[config.mk]
export PLATFORM = sky130hd
export DESIGN_NAME = dqs_wr_sequencer
export DESIGN_NICKNAME = d
export VERILOG_FILES = /design/src/rtl/ddr_phy_seq_pkg.sv /design/src/rtl/dqs_wr_sequencer.sv
export SDC_FILE = /design/constraint.sdc
export NUM_CORES = 1
export LEC_CHECK = 0
export CELL_PAD_IN_SITES_DETAIL_PLACEMENT = 1
export CELL_PAD_IN_SITES_GLOBAL_PLACEMENT = 2
export CORE_MARGIN = 2
export CORE_UTILIZATION = 32
export CTS_BUF_LIST = sky130_fd_sc_hd__clkbuf_4
export DETAILED_ROUTE_END_ITERATION = 6
export PLACE_DENSITY = 0.79
export SYNTH_ARGS = -nofsm -noshare
export SYNTH_HDL_FRONTEND = slang
export SYNTH_SLANG_ARGS = --single-unit
[constraint.sdc]
create_clock -name clk -period 2.7 [get_ports clk]
set_input_delay 0.27 -clock clk [delete_from_list [all_inputs] [get_ports clk]]
set_output_delay 0.27 -clock clk [all_outputs]
set_load 0.02 [all_outputs]
[src/rtl/ddr_phy_seq_pkg.sv]
`default_nettype none
// +------------------------------------------------------------------+
// | Package : ddr_phy_seq_pkg                                        |
// | Brief   : Shared state encodings and DQS pattern constants for   |
// |           the DDR3 PHY write-path sequencers.                    |
// | Rev     : 1.0  initial release                                   |
// +------------------------------------------------------------------+
package ddr_phy_seq_pkg;

  localparam int ST_W = 3;

  localparam logic [ST_W-1:0] ST_IDLE  = 3'd0;
  localparam logic [ST_W-1:0] ST_PRE   = 3'd1;
  localparam logic [ST_W-1:0] ST_BURST = 3'd2;
  localparam logic [ST_W-1:0] ST_POST  = 3'd3;
  localparam logic [ST_W-1:0] ST_TRAIN = 3'd4;

  // {falling, rising} pair handed to the DQS ODDR wrapper
  localparam logic [1:0] DQS_PAT_IDLE   = 2'b00;
  localparam logic [1:0] DQS_PAT_TOGGLE = 2'b01;

endpackage : ddr_phy_seq_pkg
`default_nettype wire

[src/rtl/dqs_wr_sequencer.sv]
`default_nettype none
// +------------------------------------------------------------------+
// | Module  : dqs_wr_sequencer                                       |
// | Brief   : DQS write-strobe sequencer: preamble, toggling burst   |
// |           (seamlessly chainable), postamble, and tristate ctrl.  |
// |           Optional macro DQS_TRAIN_EN adds the wlev_en port and  |
// |           a write-leveling TRAIN state emitting periodic pulses. |
// | Rev     : 1.0  initial release                                   |
// +------------------------------------------------------------------+
module dqs_wr_sequencer
  import ddr_phy_seq_pkg::*;
#(
  parameter int PREAMBLE_CYC  = 1,
  parameter int BURST_CYC     = 4,
  parameter int POSTAMBLE_CYC = 1,
  parameter int CNT_W         = 4,
  parameter int WLEV_PERIOD   = 8
) (
`ifdef DQS_TRAIN_EN
  input  logic       wlev_en,
`endif
  input  logic       clk,
  input  logic       rst,
  input  logic       start,
  output logic       ready,
  output logic       busy,
  output logic       done,
  output logic [1:0] dqs_din,
  output logic       dqs_tri
);

  localparam logic [CNT_W-1:0] C_PRE_LOAD   = CNT_W'(PREAMBLE_CYC - 1);
  localparam logic [CNT_W-1:0] C_BURST_LOAD = CNT_W'(BURST_CYC - 1);
  localparam logic [CNT_W-1:0] C_POST_LOAD  = CNT_W'(POSTAMBLE_CYC - 1);
`ifdef DQS_TRAIN_EN
  localparam logic [CNT_W-1:0] C_WLEV_LAST  = CNT_W'(WLEV_PERIOD - 1);
`endif

  // Reject configurations the counter or protocol cannot honour
  if (PREAMBLE_CYC < 1 || BURST_CYC < 1 || POSTAMBLE_CYC < 1 || WLEV_PERIOD < 2)
  begin : g_param_check
    $error("dqs_wr_sequencer: illegal phase length parameter");
  end

  logic [ST_W-1:0]  r_state;
  logic [ST_W-1:0]  w_next_state;
  logic [CNT_W-1:0] r_cnt;
  logic [CNT_W-1:0] w_next_cnt;
  logic [1:0]       w_next_dqs_din;
  logic             w_next_dqs_tri;
  logic             w_next_done;
  logic             w_next_busy;
  logic             w_cnt_zero;

  assign w_cnt_zero = (r_cnt == '0);

  // Request window: idle, or the last beat of a burst for seamless chaining
  assign ready = (r_state == ST_IDLE) || ((r_state == ST_BURST) && w_cnt_zero);

  // State, phase counter and registered outputs
  always_ff @(posedge clk) begin
    if (rst) begin
      r_state <= ST_IDLE;
      r_cnt   <= '0;
      dqs_din <= DQS_PAT_IDLE;
      dqs_tri <= 1'b1;
      done    <= 1'b0;
      busy    <= 1'b0;
    end else begin
      r_state <= w_next_state;
      r_cnt   <= w_next_cnt;
      dqs_din <= w_next_dqs_din;
      dqs_tri <= w_next_dqs_tri;
      done    <= w_next_done;
      busy    <= w_next_busy;
    end
  end

  // Next-state and counter: loads are (length-1), decrements stop at zero
  always_comb begin
    w_next_state = r_state;
    w_next_cnt   = r_cnt;
    case (r_state)
      ST_IDLE: begin
`ifdef DQS_TRAIN_EN
        if (wlev_en) begin
          w_next_state = ST_TRAIN;
          w_next_cnt   = '0;
        end else
`endif
        if (start) begin
          w_next_state = ST_PRE;
          w_next_cnt   = C_PRE_LOAD;
        end
      end
      ST_PRE: begin
        if (w_cnt_zero) begin
          w_next_state = ST_BURST;
          w_next_cnt   = C_BURST_LOAD;
        end else begin
          w_next_cnt = r_cnt - 1'b1;
        end
      end
      ST_BURST: begin
        if (!w_cnt_zero) begin
          w_next_cnt = r_cnt - 1'b1;
        end else if (start) begin
          w_next_cnt = C_BURST_LOAD;
        end else begin
          w_next_state = ST_POST;
          w_next_cnt   = C_POST_LOAD;
        end
      end
      ST_POST: begin
        if (w_cnt_zero) begin
          w_next_state = ST_IDLE;
        end else begin
          w_next_cnt = r_cnt - 1'b1;
        end
      end
`ifdef DQS_TRAIN_EN
      ST_TRAIN: begin
        if (!wlev_en) begin
          w_next_state = ST_POST;
          w_next_cnt   = C_POST_LOAD;
        end else if (r_cnt == C_WLEV_LAST) begin
          w_next_cnt = '0;
        end else begin
          w_next_cnt = r_cnt + 1'b1;
        end
      end
`endif
      default: begin
        w_next_state = ST_IDLE;
        w_next_cnt   = '0;
      end
    endcase
  end

  // Output decode of the upcoming state so outputs line up with it once registered
  always_comb begin
    w_next_dqs_din = DQS_PAT_IDLE;
    w_next_dqs_tri = (w_next_state == ST_IDLE);
    w_next_done    = (w_next_state == ST_POST) && (w_next_cnt == '0);
    w_next_busy    = (w_next_state != ST_IDLE);
    if (w_next_state == ST_BURST) begin
      w_next_dqs_din = DQS_PAT_TOGGLE;
    end
`ifdef DQS_TRAIN_EN
    if ((w_next_state == ST_TRAIN) && (w_next_cnt == '0)) begin
      w_next_dqs_din = DQS_PAT_TOGGLE;
    end
`endif
  end

endmodule : dqs_wr_sequencer
`default_nettype wire

==> results.md, run 1 <==
* Worst-path cell chain: inv_1 -> ha_1 -> or3b_1 -> ha_1 -> a21oi_1 -> nor3b_1 -> a221o_1 -> nor4_2
* Top FF cell, synth: sky130_fd_sc_hd__dfxtp_1
* Vias per cell at 4.848
* RD Place Congestion at around 0.79
* Final HPWL DP at 946 um
* Number of distinct standard cells referenced by the synthesized netlist at 30
* Via Count at 480
* Hold path cells at 2
* Period Utilization, post-route at 82.49%
* Setup Skew at 0.002262 ns
* Leading cell types by count after synthesis: 11 x sky130_fd_sc_hd__dfxtp_1, 6 x sky130_fd_sc_hd__nand2_1, 6 x sky130_fd_sc_hd__nor2_1
* Ports placed on the boundary at 9
* Fin. max-slew vios at 0
* Wire length of the first global-routing pass at 2.083 mm
* Most common cell on crit path: sky130_fd_sc_hd__ha_1
* Fraction of registers with async set/reset at 0%
* Layout cell share with drive strength beyond 1 at 12.16%
* Floorplan die area at 2175 um^2
* Setup crit start kind: flop
* Final layout net count at 80
* Clock tree from TritonCTS: built
* Largest net degree at the start of global routing at 12
* Category of the critical setup timing path: flop to flop
* Violation count after the first detailed-routing iteration at 7
* Cell type with the largest total area after synthesis: sky130_fd_sc_hd__dfxtp_1
* Area growth, synth to finish at 19.57%
* Outcome: complete, no violations
* Synth Register Bits at 11
* Min-delay worst type: flop to flop
* Starting utilization of the core area at 33.70%
* Worst endpoint data arrival time at 2.41 ns
* Endpoint of the worst register-to-register path: done
* Cell area after placement at 663.1 um^2
* Total power divided by cell area at 496.0 nW/um^2
* H-Tree Level Count at 1
* Summed area of non-filler cells in the final layout at 695.7 um^2
* Mean post-synth cell area at 8.684 um^2
* Clock transition at path regs at 0.07 ns
* FMAX at 449.0 MHz
* Shortest period the worst path allows at 2.227 ns
* First drt pass iteration count at 4
* Residual antenna-violating net count after detailed routing at 0
* Post-CTS setup buffer count at 0
* Instance count of the mapped netlist at 67
* CTS buffer count at 3
* Final-report hold violation count at 0
* Worst reg2reg path depth at 8
* Endpoint, Worst Hold: r_cnt[1]
* Chip Height at 46.64 um
* Setup repair after global routing missed its margin: false
* Maximum net fanout on the critical path at 6
* Portion of the post-synthesis area used by sequential elements at a little under two fifths
* Area contributors post-synth: sky130_fd_sc_hd__dfxtp_1 38%, sky130_fd_sc_hd__o311ai_4 4.5%, sky130_fd_sc_hd__ha_1 4.3%
* Cell with the most instances after synthesis: sky130_fd_sc_hd__dfxtp_1
* Number of antenna violations at the first check in global routing at 0
* Filler-free cell count of the finished design at a little under 100
* Summed negative setup slack over all endpoints at 0 ns
* Maximum cell stage delay along the critical path at 0.47 ns
* Chip Width at 46.64 um
* Filler cell count in the final layout at 220
* Number of enable-type register cells in the synthesized netlist at 0
* Top-area cell type share of the netlist area at 37.85%
* Later-pin clock latency in the skew report at 0.27 ns
* Antenna fix cells at 0
* CP Capture Type: flop
* MaxCap Viol Count at 0
* Warnings from Yosys at 0
* Slowest cell on the critical path: sky130_fd_sc_hd__or3b_1
* Final routed wire length divided by cell count at 12.45 um
* Cell area after technology mapping at about 580 um^2
* Clock Path Buffers at 2
* Count of clock tree sinks at 11
* Cells after DPL at 95
* Leakage at about 0.25 nW
* Root buffer selected by CTS: sky130_fd_sc_hd__clkbuf_4
* Overflow left after global routing at 0
* Reg2Reg Launch Point: r_cnt[0]
* Total wire length after detailed routing at 1.233 mm
* Global-route total usage across every layer at 14.04%
* Std cell rows at 15
* Via count of the first global-routing pass at 464
* Maximum vdd drop at approximately 0.28 mV
* Total core area at about 1700 um^2
* Data required time at the worst endpoint at between 2 and 3 ns
* Setup Viol. Count Final at 0
* Residual DRC at 0
* Port Buffer Count at 7
* Worst hold path startpoint: r_cnt[1]
* Minimum setup slack among reg-to-reg paths at 0.47 ns
==> final cells by class <==
type | count | area [um^2] | area share (%)
well taps | 25 | 31.28 | 4.496
multi-input cells | 48 | 326.6 | 46.94
clock buffers | 4 | 30.03 | 4.317
inverters | 4 | 15.01 | 2.158
repair buffers | 7 | 72.57 | 10.43
flip-flops and latches | 11 | 220.2 | 31.65
==> layer usage <==
layer / routed length [um] / vias to the layer above / share of wire, % / GRT usage [%]
met5: 0 / - / 0 / 0
met4: 0 / 0 / 0 / 5.000
met3: 55 / 0 / 4.5 / 5.882
met1: 635 / 224 / 52 / 18.16
li1: - / 246 / - / -
met2: 541 / 10 / 44 / 20.83
==> where the power goes <==
part | internal, W | total (W) | switching (W) | leakage [nW]
Combinational | 0.0000222 | 0.0000495 | 0.0000273 | 0.147
Clock | 0.0000672 | 0.000121 | 0.0000538 | 0.0184
Sequential | 0.000168 | 0.000175 | 0.00000680 | 0.0897
==> worst max path at each step <==
| stage | from | end | slack (ns) | cells after the start |
|---|---|---|---|---|
| 2_1_floorplan | r_cnt[0] | done | 0.64 | 9 |
| 4_1_cts | r_cnt[0] | ready | 0.11 | 5 |
| 3_5_place_dp | r_cnt[0] | ready | 0.43 | 5 |
| 3_3_place_gp | r_cnt[0] | ready | 0.46 | 5 |
| 5_1_grt | r_cnt[0] | done | 0.26 | 8 |
| 6_report | r_cnt[0] | done | 0.47 | 8 |
==> per-stage QoR <==
| step | power [W] | setup slack (ns) | hold WS (ns) | utilization [%] |
|---|---|---|---|---|
| after global placement | 0.0002277 | 0.4608 | 0.4653 | 38.41 |
| final | 0.0003451 | 0.4729 | 0.4983 | 40.29 |
| after global routing | 0.0003668 | 0.2606 | 0.5257 | 40.29 |
| after CTS | 0.0003521 | 0.1118 | 0.5044 | 40.14 |
| after detailed placement | 0.0002279 | 0.4267 | 0.4949 | 38.41 |
| after floorplan | 0.0002116 | 0.6381 | 0.3428 | - |
==> layout by cell type (no fill, tap or decap), drive strengths merged <==
master / instances
a211oi: 3
a21boi: 1
a21oi: 4
a221o: 1
and4bb: 1
clkbuf: 4
clkdlybuf4s50: 6
conb: 2
dfxtp: 11
dlymetal6s2s: 1
ha: 2
inv: 4
nand2: 7
nor2: 6
nor2b: 2
nor3: 4
nor3b: 1
nor4: 2
nor4b: 2
nor4bb: 1
o21ai: 3
o311ai: 1
or2: 2
or3: 1
or3b: 1
xnor2: 1
==> logic make-up after synthesis <==
group	count (synthesis)	synth area share, %
compound gates	13	17.42
xor+xnor	1	1.506
simple gates	30	31.62
buf+inv	9	6.665
other cells	1	0.6445
fa+ha+maj	2	4.300
flops	11	37.85
==> state kept, by name (all words and copies together), names as in the netlist <==
name and flops:
busy 1, dqs_din 1, r_cnt 4, r_state 3, dqs_tri 1, done 1
==> what timing repair did <==
| item | 4_1_cts | 5_1_grt |
|---|---|---|
| endpoints found under the setup margin | 0 | 1 |
| hold buffers | 0 | 0 |
| resized for setup | 0 | 1 |
==> worst max-delay path: cells and delay by family (launching register included) <==
family	cells	cell delay, ns
simple gates	3	0.74
fa+ha+maj	2	0.54
compound gates	2	0.44
flops	1	0.35
buf+inv	1	0.07
(Power assumes the default switching activity.)
==> run 2, diff against run 1 <==
==> constraint.sdc (replaced) <==
create_clock -name clk -period 2.1 [get_ports clk]
set_input_delay 0.21 -clock clk [delete_from_list [all_inputs] [get_ports clk]]
set_output_delay 0.21 -clock clk [all_outputs]
set_load 0.02 [all_outputs]
==> run 2 against run 1 <==
  * Worst setup slack lost 0.30 ns
  * Cell count grew 4.0%
  * Core utilization grew 2.5 points
  * Hold slack lost 0.018 ns
  * Register-to-register slack lost 0.30 ns
==> results.md, run 2 (same netlist as run 1, synthesis figures left out) <==
* CP Capture Type: flop
* Met2 global-route usage at a little under a quarter
* Fin. max-slew vios at 0
* Layout cell share with drive strength beyond 1 at roughly 23%
* Grt met1 use at between 20 and 25%
* First drt pass iteration count at 4
* Largest register FFs at 4
* Worst-path cell chain: inv_1 -> ha_2 -> or3b_4 -> ha_4 -> a21oi_2 -> nor3b_1 -> a221o_1 -> nor4_2
* Placement Setup Slack at about 0.064 ns
* Final layout net count at 84
* Count of clock tree sinks at 11
* Outcome: complete, no violations
* Worst endpoint data arrival time at about 2.1 ns
* Starting utilization of the core area at 33.70%
* Root buffer selected by CTS: sky130_fd_sc_hd__clkbuf_4
* Maximum net fanout on the critical path at 3
* Min-delay worst type: flop to flop
* Area growth, synth to finish at 27.10%
* Most flops, register: r_cnt
* Hold path cells at 2
* Via count of the first global-routing pass at 498
* Most used routing layer in global routing: met2
* Period Utilization, post-route at 92.00%
* Largest net degree at the start of global routing at 12
* Cells after DPL at slightly below 100
* Slowest cell on the critical path: sky130_fd_sc_hd__or3b_4
* Number of antenna violations at the first check in global routing at 0
* Reg2Reg Launch Point: r_cnt[1]
* Maximum cell stage delay along the critical path at approximately 0.40 ns
* Shortest period the worst path allows at 1.932 ns
* Worst hold path startpoint: r_cnt[1]
* Via Count at 515
* Minimum setup slack among reg-to-reg paths at between 0.15 and 0.2 ns
* Setup repair after global routing missed its margin: false
* Wire length of the first global-routing pass at 2.228 mm
* Chip Width at between 40 and 50 um
* MaxCap Viol Count at 0
* Setup Skew at approximately 0.0013 ns
* Setup crit start kind: flop
* Chip Height at 46.64 um
* CTS buffer count at 3
* Final HPWL DP at just over 1 mm
* Later-pin clock latency in the skew report at between 0.2 and 0.3 ns
* Endpoint of the worst register-to-register path: done
* FMAX at 517.6 MHz
* Maximum vdd drop at 0.3783 mV
* Category of the critical setup timing path: flop to flop
* Smallest setup slack after layout at 0.1680 ns
* Total power divided by cell area at 598.4 nW/um^2
* Summed negative setup slack over all endpoints at 0 ns
* Endpoint, Worst Hold: r_cnt[1]
* Total power at 0.0004425 W
* Violation count after the first detailed-routing iteration at 6
* Floorplan die area at 2175 um^2
* RD Place Congestion at 0.7247
* Clock transition at path regs at ~0.06 ns
* Count of buffer and inverter cells on the critical path at 1
* Global-route total usage across every layer at between 10 and 15%
* Final routed wire length divided by cell count at between 10 and 15 um
* Ports placed on the boundary at 9
* Post-CTS setup buffer count at 0
* Clock tree from TritonCTS: built
* Total wire length after detailed routing at 1.311 mm
* Antenna fix cells at 0
* Data required time at the worst endpoint at 2.28 ns
* Filler-free cell count of the finished design at 103
* Vias per cell at 5.000
* Residual DRC at 0
* Clock Path Buffers at 2
* Port Buffer Count at 7
* Commonest cells after routing, fill and taps aside: 11 x sky130_fd_sc_hd__dfxtp_1, 6 x sky130_fd_sc_hd__nand2_1, 6 x sky130_fd_sc_hd__nor2_1, 6 x sky130_fd_sc_hd__clkdlybuf4s50_1
* Hold-fix buffers, CTS at 0
* Largest registers ranked by flip-flop count: r_cnt x4, r_state x3
* Overflow left after global routing at 0
* Worst reg2reg path depth at 8
* Family with the most delay on the worst path: simple AND/OR/NAND/NOR gates
* H-Tree Level Count at 1
* Residual antenna-violating net count after detailed routing at 0
* Final-report hold violation count at 0
* Most common library cell in the layout ignoring fill and taps: sky130_fd_sc_hd__dfxtp_1
* Leakage at 0.2575 nW
* Setup Viol. Count Final at 0
* Std cell rows at 15
* Filler cell count in the final layout at 217
* Total core area at around 1700 um^2
* Fraction of met3 tracks used by global routing at 5.882%
==> run 2: what timing repair did <==
item | CTS | global route
setup endpoints to repair | 1 | 3
resized for setup | 1 | 7
endpoints found under the hold margin | 0 | 0
==> run 2: worst min-delay path, cell delays in order, from the launching register on <==
cell                      delay [ns]
sky130_fd_sc_hd__dfxtp_1        0.32
sky130_fd_sc_hd__nand2_1        0.06
sky130_fd_sc_hd__a21oi_1        0.06
==> run 2: area by class of cell <==
class / count / area [um^2] / area share (%)
Clock buffer: 4 / 30.03 / 4.061
Inverter: 4 / 15.01 / 2.030
Multi-Input combinational cell: 48 / 347.8 / 47.04
Sequential cell: 11 / 220.2 / 29.78
Tap cell: 25 / 31.28 / 4.230
Timing Repair Buffer: 11 / 95.09 / 12.86
==> run 2: per-layer routing <==
| layer | wire (um) | part of all wire, % |
|---|---|---|
| met5 | 0 | 0 |
| met4 | 0 | 0 |
| met3 | 44 | 3.4 |
| met2 | 624 | 48 |
| met1 | 642 | 49 |
==> run 2: where the power goes <==
part	switching (W)	internal, W	total [W]	leakage, nW
sequential	0.00000888	0.000216	0.000225	0.0897
clock	0.0000643	0.0000863	0.000151	0.0184
combinational	0.0000364	0.0000308	0.0000672	0.149
total	0.000110	0.000333	0.000442	0.258
==> run 2: worst max path at each step <==
stage | start | endpoint | cells past startpoint
final | r_cnt[1] | done | 8
after global routing | r_cnt[1] | done | 8
after CTS | r_cnt[1] | ready | 5
after detailed placement | r_cnt[1] | ready | 5
after global placement | r_cnt[0] | done | 8
after floorplan | r_cnt[0] | done | 9
==> run 2: per-stage QoR <==
stage               hold slack (ns)  area (um^2)  utilization (%)
floorplan                    0.2828        585.6                -
detailed placement           0.4759        693.2            40.14
CTS                          0.4860        721.9            41.81
global placement             0.4637        693.2            40.14
finish                       0.4799        739.5            42.83
global route                 0.5051        739.5            42.83
